### config.mk
export PLATFORM = sky130hd
export DESIGN_NAME = vec_register_file
export DESIGN_NICKNAME = d
export VERILOG_FILES = /design/src/rtl/vec_register_file.sv
export SDC_FILE = /design/constraint.sdc
export NUM_CORES = 1
export LEC_CHECK = 0
export BUFFER_PORTS_ARGS = -buffer_cell sky130_fd_sc_hd__buf_2
export CORE_UTILIZATION = 45
export CTS_BUF_LIST = sky130_fd_sc_hd__clkbuf_8
export DETAILED_ROUTE_END_ITERATION = 10
export PLACE_DENSITY = 0.73
export SLEW_MARGIN = 20
export SYNTH_ARGS = -nofsm -noshare
export SYNTH_HDL_FRONTEND = slang
export SYNTH_SLANG_ARGS = --single-unit
export TNS_END_PERCENT = 100
### constraint.sdc
create_clock -name clk -period 1.9 [get_ports clk]
set_clock_uncertainty 0.05 [all_clocks]
set_input_delay 0.38 -clock clk [delete_from_list [all_inputs] [get_ports clk]]
set_output_delay 0.38 -clock clk [all_outputs]
set_load 0.05 [all_outputs]
### src/rtl/vec_register_file.sv
// Vector register file: registerQuantity vectors of vectorSize lanes x registerSize bits,
// two combinational read ports and one synchronous write port.
module vec_register_file #(
  parameter int registerSize     = 8,
  parameter int registerQuantity = 4,
  parameter int selectionBits    = 2,
  parameter int vectorSize       = 4
) (
  input  logic                                   clk,
  input  logic                                   reset,
  input  logic                                   regWrEn,
  input  logic [selectionBits-1:0]               rSel1,
  input  logic [selectionBits-1:0]               rSel2,
  input  logic [selectionBits-1:0]               regToWrite,
  input  logic [vectorSize-1:0][registerSize-1:0] regWriteData,
  output logic [vectorSize-1:0][registerSize-1:0] reg1Out,
  output logic [vectorSize-1:0][registerSize-1:0] reg2Out
);

  typedef logic [vectorSize-1:0][registerSize-1:0] vec_t;

  vec_t regs_q [registerQuantity];
  vec_t regs_d [registerQuantity];

  logic wr_in_range;
  logic rd1_in_range;
  logic rd2_in_range;

  assign wr_in_range  = 32'(regToWrite) < 32'(registerQuantity);
  assign rd1_in_range = 32'(rSel1) < 32'(registerQuantity);
  assign rd2_in_range = 32'(rSel2) < 32'(registerQuantity);

  always_comb begin
    regs_d = regs_q;
    if (regWrEn && wr_in_range) begin
      regs_d[regToWrite] = regWriteData;
    end
  end

  // Reset wins over a same-edge write, so the write is simply dropped here.
  always_ff @(posedge clk) begin
    if (reset) begin
      regs_q <= '{default: '0};
    end else begin
      regs_q <= regs_d;
    end
  end

  always_comb begin
    reg1Out = '0;
    reg2Out = '0;
    if (rd1_in_range) begin
      reg1Out = regs_q[rSel1];
    end
    if (rd2_in_range) begin
      reg2Out = regs_q[rSel2];
    end
  end

endmodule

## Word level (Yosys, flattened, before mapping)

Index checks and enable logic that the tools add are counted.

- Bits in registers: 128
- Input port bits: 41
- Output and inout bits: 64
- Logic and storage cells: 33

- Order comparisons: 4
- Multiplexer cells: 9
- Bitwise operators: 3
- Reduce and logical (&&, ||, !) cells: 1

Operators with widths:

| kind | number |
|---|---|
| $mux W32 | 5 |
| $bmux W32 S2 | 2 |
| $bwmux W128 | 1 |
| $demux W32 S2 | 1 |
| $ge A3 B3 Y1 const B | 3 |
| $not A2 Y3 | 3 |
| $lt A3 B1 Y1 const B | 1 |
| $logic_and A1 B1 Y1 | 1 |

## Logic depth before layout (Yosys ltp)

- Word-level depth: 6
- Mapped depth: 5
- Gate-level depth less buffers: 2

## Worst setup path before layout

Ideal clock, no wire load.

- Kind: input -> output
- Start point: input port rSel1[0]
- End point: output port reg1Out[10] (netlist bit)
- Arrival time: 1.432 ns
- Data required time: 1.470 ns
- Slack: 0.038 ns
- Stages: 3
- Path buffers: 2
- Cells stage by stage: buf_2 > buf_4 > mux4_2

RTL lines:

| item | RTL line | RTL |
|---|---|---|
| from (decl) | 12 | `input logic [selectionBits-1:0] rSel1,` |
| to (decl) | 16 | `output logic [vectorSize-1:0][registerSize-1:0] reg1Out,` |

==> reports/results.tsv <==
stage	metric	value	unit
yosys	yosys.area.top_type	dfxtp_1	
clock_network	clkLatencyLatePin	0.46	ns
global_route	grt_usage	0.2211	
floorplanning	die_width	123.4	um
global_route	use_met2	0.3726	
placed_design	hpwl	10.44	mm
floorplanning	io_pins	105	
setup_path	worstPathMaxFanout	3	
clock_network	cts_hold_buf	0	
setup_path	crit_chain	mux4_2 > buf_8	
yosys	netlist_top_cells_count	nand2b_1 (160), dfxtp_1 (128), mux2i_1 (128), mux4_2 (64)	
timing	fin_crit	1.918	ns
global_route	antenna_found_initial	1	
pwr	p_leak	3.707	nW
clock_network	h-tree-depth	4	
yosys	synthCells	533	
global_route	grt_pass1_vias	4886	
timing	rsz0062_at_grt	yes	
floorplanning	dieArea	15220	um^2
finish	reg.largest.list	regs_q: 128 flops	
setup_path	crit_buf_inv	1	
yosys	synth_area_per_cell	12.43	um^2
yosys	yosysMostFrequentCell	nand2b_1	
detailed_routing	drt-initial-drc-count	277	
finish	syn2layout_area_growth	27.34	%
finish	largest_reg_flops	128	
finish	largest_register	regs_q	
placed_design	port_buffers	104	
yosys	synthArstFlopShare	0	
detailed_routing	drc	0	
timing	fmax	521.3	MHz
floorplanning	initial_core_util	0.4684	
clock_network	cts.clk_slew.worst_paths	0.07	ns
global_route	met1_usage	0.2541	
global_route	grt_pass1_wl	24.85	mm
timing	hold_viol	0	
detailed_routing	drtPass1Iterations	5	
finish	n_antenna_cell	0	
detailed_routing	wl_per_cell	19.01	um
timing	holdWs	0.1989	ns
timing	drv_slew	0	
clock_network	clock_path_buffers	2	
detailed_routing	vias	4563	
yosys	ys_seq_area_frac	0.3866	
setup_path	startpoint_type	flip-flop	
clock_network	cts_tree	done	
detailed_routing	wl	15.80	mm
timing	tightest_slew	0.3615	ns
global_route	busiest_layer	met2	
setup_path	critPathSlowestCell	mux4_2	
min_path	worstHoldPathType	in -> reg	
yosys	ys.flop_type	dfxtp_1	
yosys	synth_edf_count	0	
outcome	outcome	finished, violations left	
pwr	ir_drop	0.5082	mV
clock_network	clock_sinks	128	
pwr	power.total	6.610	mW
yosys	ys_ff_latch	128	
yosys	yosys.cell_types.count	13	
placed_design	place_congestion	0.8111	
global_route	met3_usage	0.07196	
flow_run	drv_cap	0	
clock_network	cts_root_buffer	clkbuf_8	
pwr	power.density	783.2	nW/um^2
timing	setup_viol	4	
detailed_routing	avgViaCountPerCell	5.491	
clock_network	numCtsBuffers	17	
outcome	violations	negative setup slack	
floorplanning	core_area	14150	um^2
yosys	synth_nets	574	
floorplanning	row_count	43	
setup_path	crit_type	reg -> out	
timing	max-slew-margin-rel	0.7590	
yosys	yosysWarnings	0	
timing	setup_slack	-0.01820	ns
setup_path	required	1.47	ns
floorplanning	die_y	123.4	um
placed_design	pre_cts_slack	-0.02459	ns
setup_path	cp.arrival	1.49	ns
finish	drive_gt1_frac	0.3917	
setup_path	worstSetupEndpointType	output pin	
yosys	synth_top_area_frac	0.3866	
setup_path	max_stage_delay	0.52	ns
yosys	synthTopCellsByArea	dfxtp_1 (39%), mux4_2 (22%), mux2i_1 (19%)	
global_route	grt-ovfl-total	0	
finish	nFillCells	1114	
global_route	grt_start_max_net_pins	91	
setup_path	path_delay_family	multiplexers	
yosys	syn_area	6628	um^2
detailed_routing	drtAntennaViolNets	0	
finish	layout.nets	679	
timing	min_period_over_period	1.010	
[repair_timing]
item | in CTS | in global routing
hold endpoints to repair | 0 | 0
endpoints found under the setup margin | 64 | 64
cloned | 0 | 0
gates resized for setup | 128 | 36
buffers inserted | 1 | 3
[placed cells by master (no fill, tap or decap)]
master,instances
and3b_1,1
clkinv_2,6
nand2b_1,160
clkinvlp_4,1
or3b_1,1
buf_6,53
dfxtp_1,103
nor3b_4,1
mux4_2,64
buf_12,16
clkbuf_8,19
mux2i_1,128
nand3_2,1
buf_2,39
bufinv_16,5
inv_1,1
nand3b_1,2
buf_4,14
buf_8,11
dfxtp_2,25
[final timing paths]
| kind | from | to | slack, ns | cells past startpoint |
|---|---|---|---|---|
| setup / recovery | regs_q[24] | reg1Out[24] | -0.02 | 2 |
| hold / removal | regWriteData[5] | regs_q[5] | 0.20 | 3 |
| setup reg to reg | regs_q[23] | regs_q[23] | 1.13 | 3 |
| hold reg to reg | regs_q[123] | regs_q[123] | 0.43 | 2 |
[cell families after synthesis]
family / Yosys count / share of synthesized area
multiplexers: 192 / 0.4108
AND/OR/NAND/NOR: 166 / 0.1603
flip-flops: 128 / 0.3866
buffers and inverters: 47 / 0.04229
[cell type report]
class                           count  area (um^2)  share of cell area
Multi-Input combinational cell    358         3785              0.4485
Sequential cell                   128         2594              0.3073
Timing Repair Buffer              133         1383              0.1638
Clock buffer                       19        261.5             0.03099
Tap cell                          180        225.2             0.02669
Clock inverter                     13        191.4             0.02268
[tightest hold or removal path: stages]
cell and delay, ns:
buf_2 0.08, nand2b_1 0.09, mux2i_1 0.13
[metal layers]
metal	part of all wire	up-vias
li1	-	2112
met4	0.024	2
met1	0.41	2284
met3	0.056	34
met5	0.00051	-
met2	0.51	131
[power by group]
part	switching (mW)	internal [mW]	leakage [nW]
Clock	1.08	1.61	0.236
Combinational	0.564	0.498	2.42
Sequential	0.0720	2.78	1.05
Total	1.72	4.89	3.71
[stage by stage]
step           cell area [um^2]  TNS (ns)  cells    util
5_1_grt                    8439    -1.315    831  0.5964
3_5_place_dp               7483  -0.02598    795  0.5289
6_report                   8439  -0.03567    831  0.5964
2_1_floorplan              6628         0    533       -
3_3_place_gp               7483         0    795  0.5289
4_1_cts                    8334   -0.2083    828  0.5890
(Power assumes the default switching activity.)
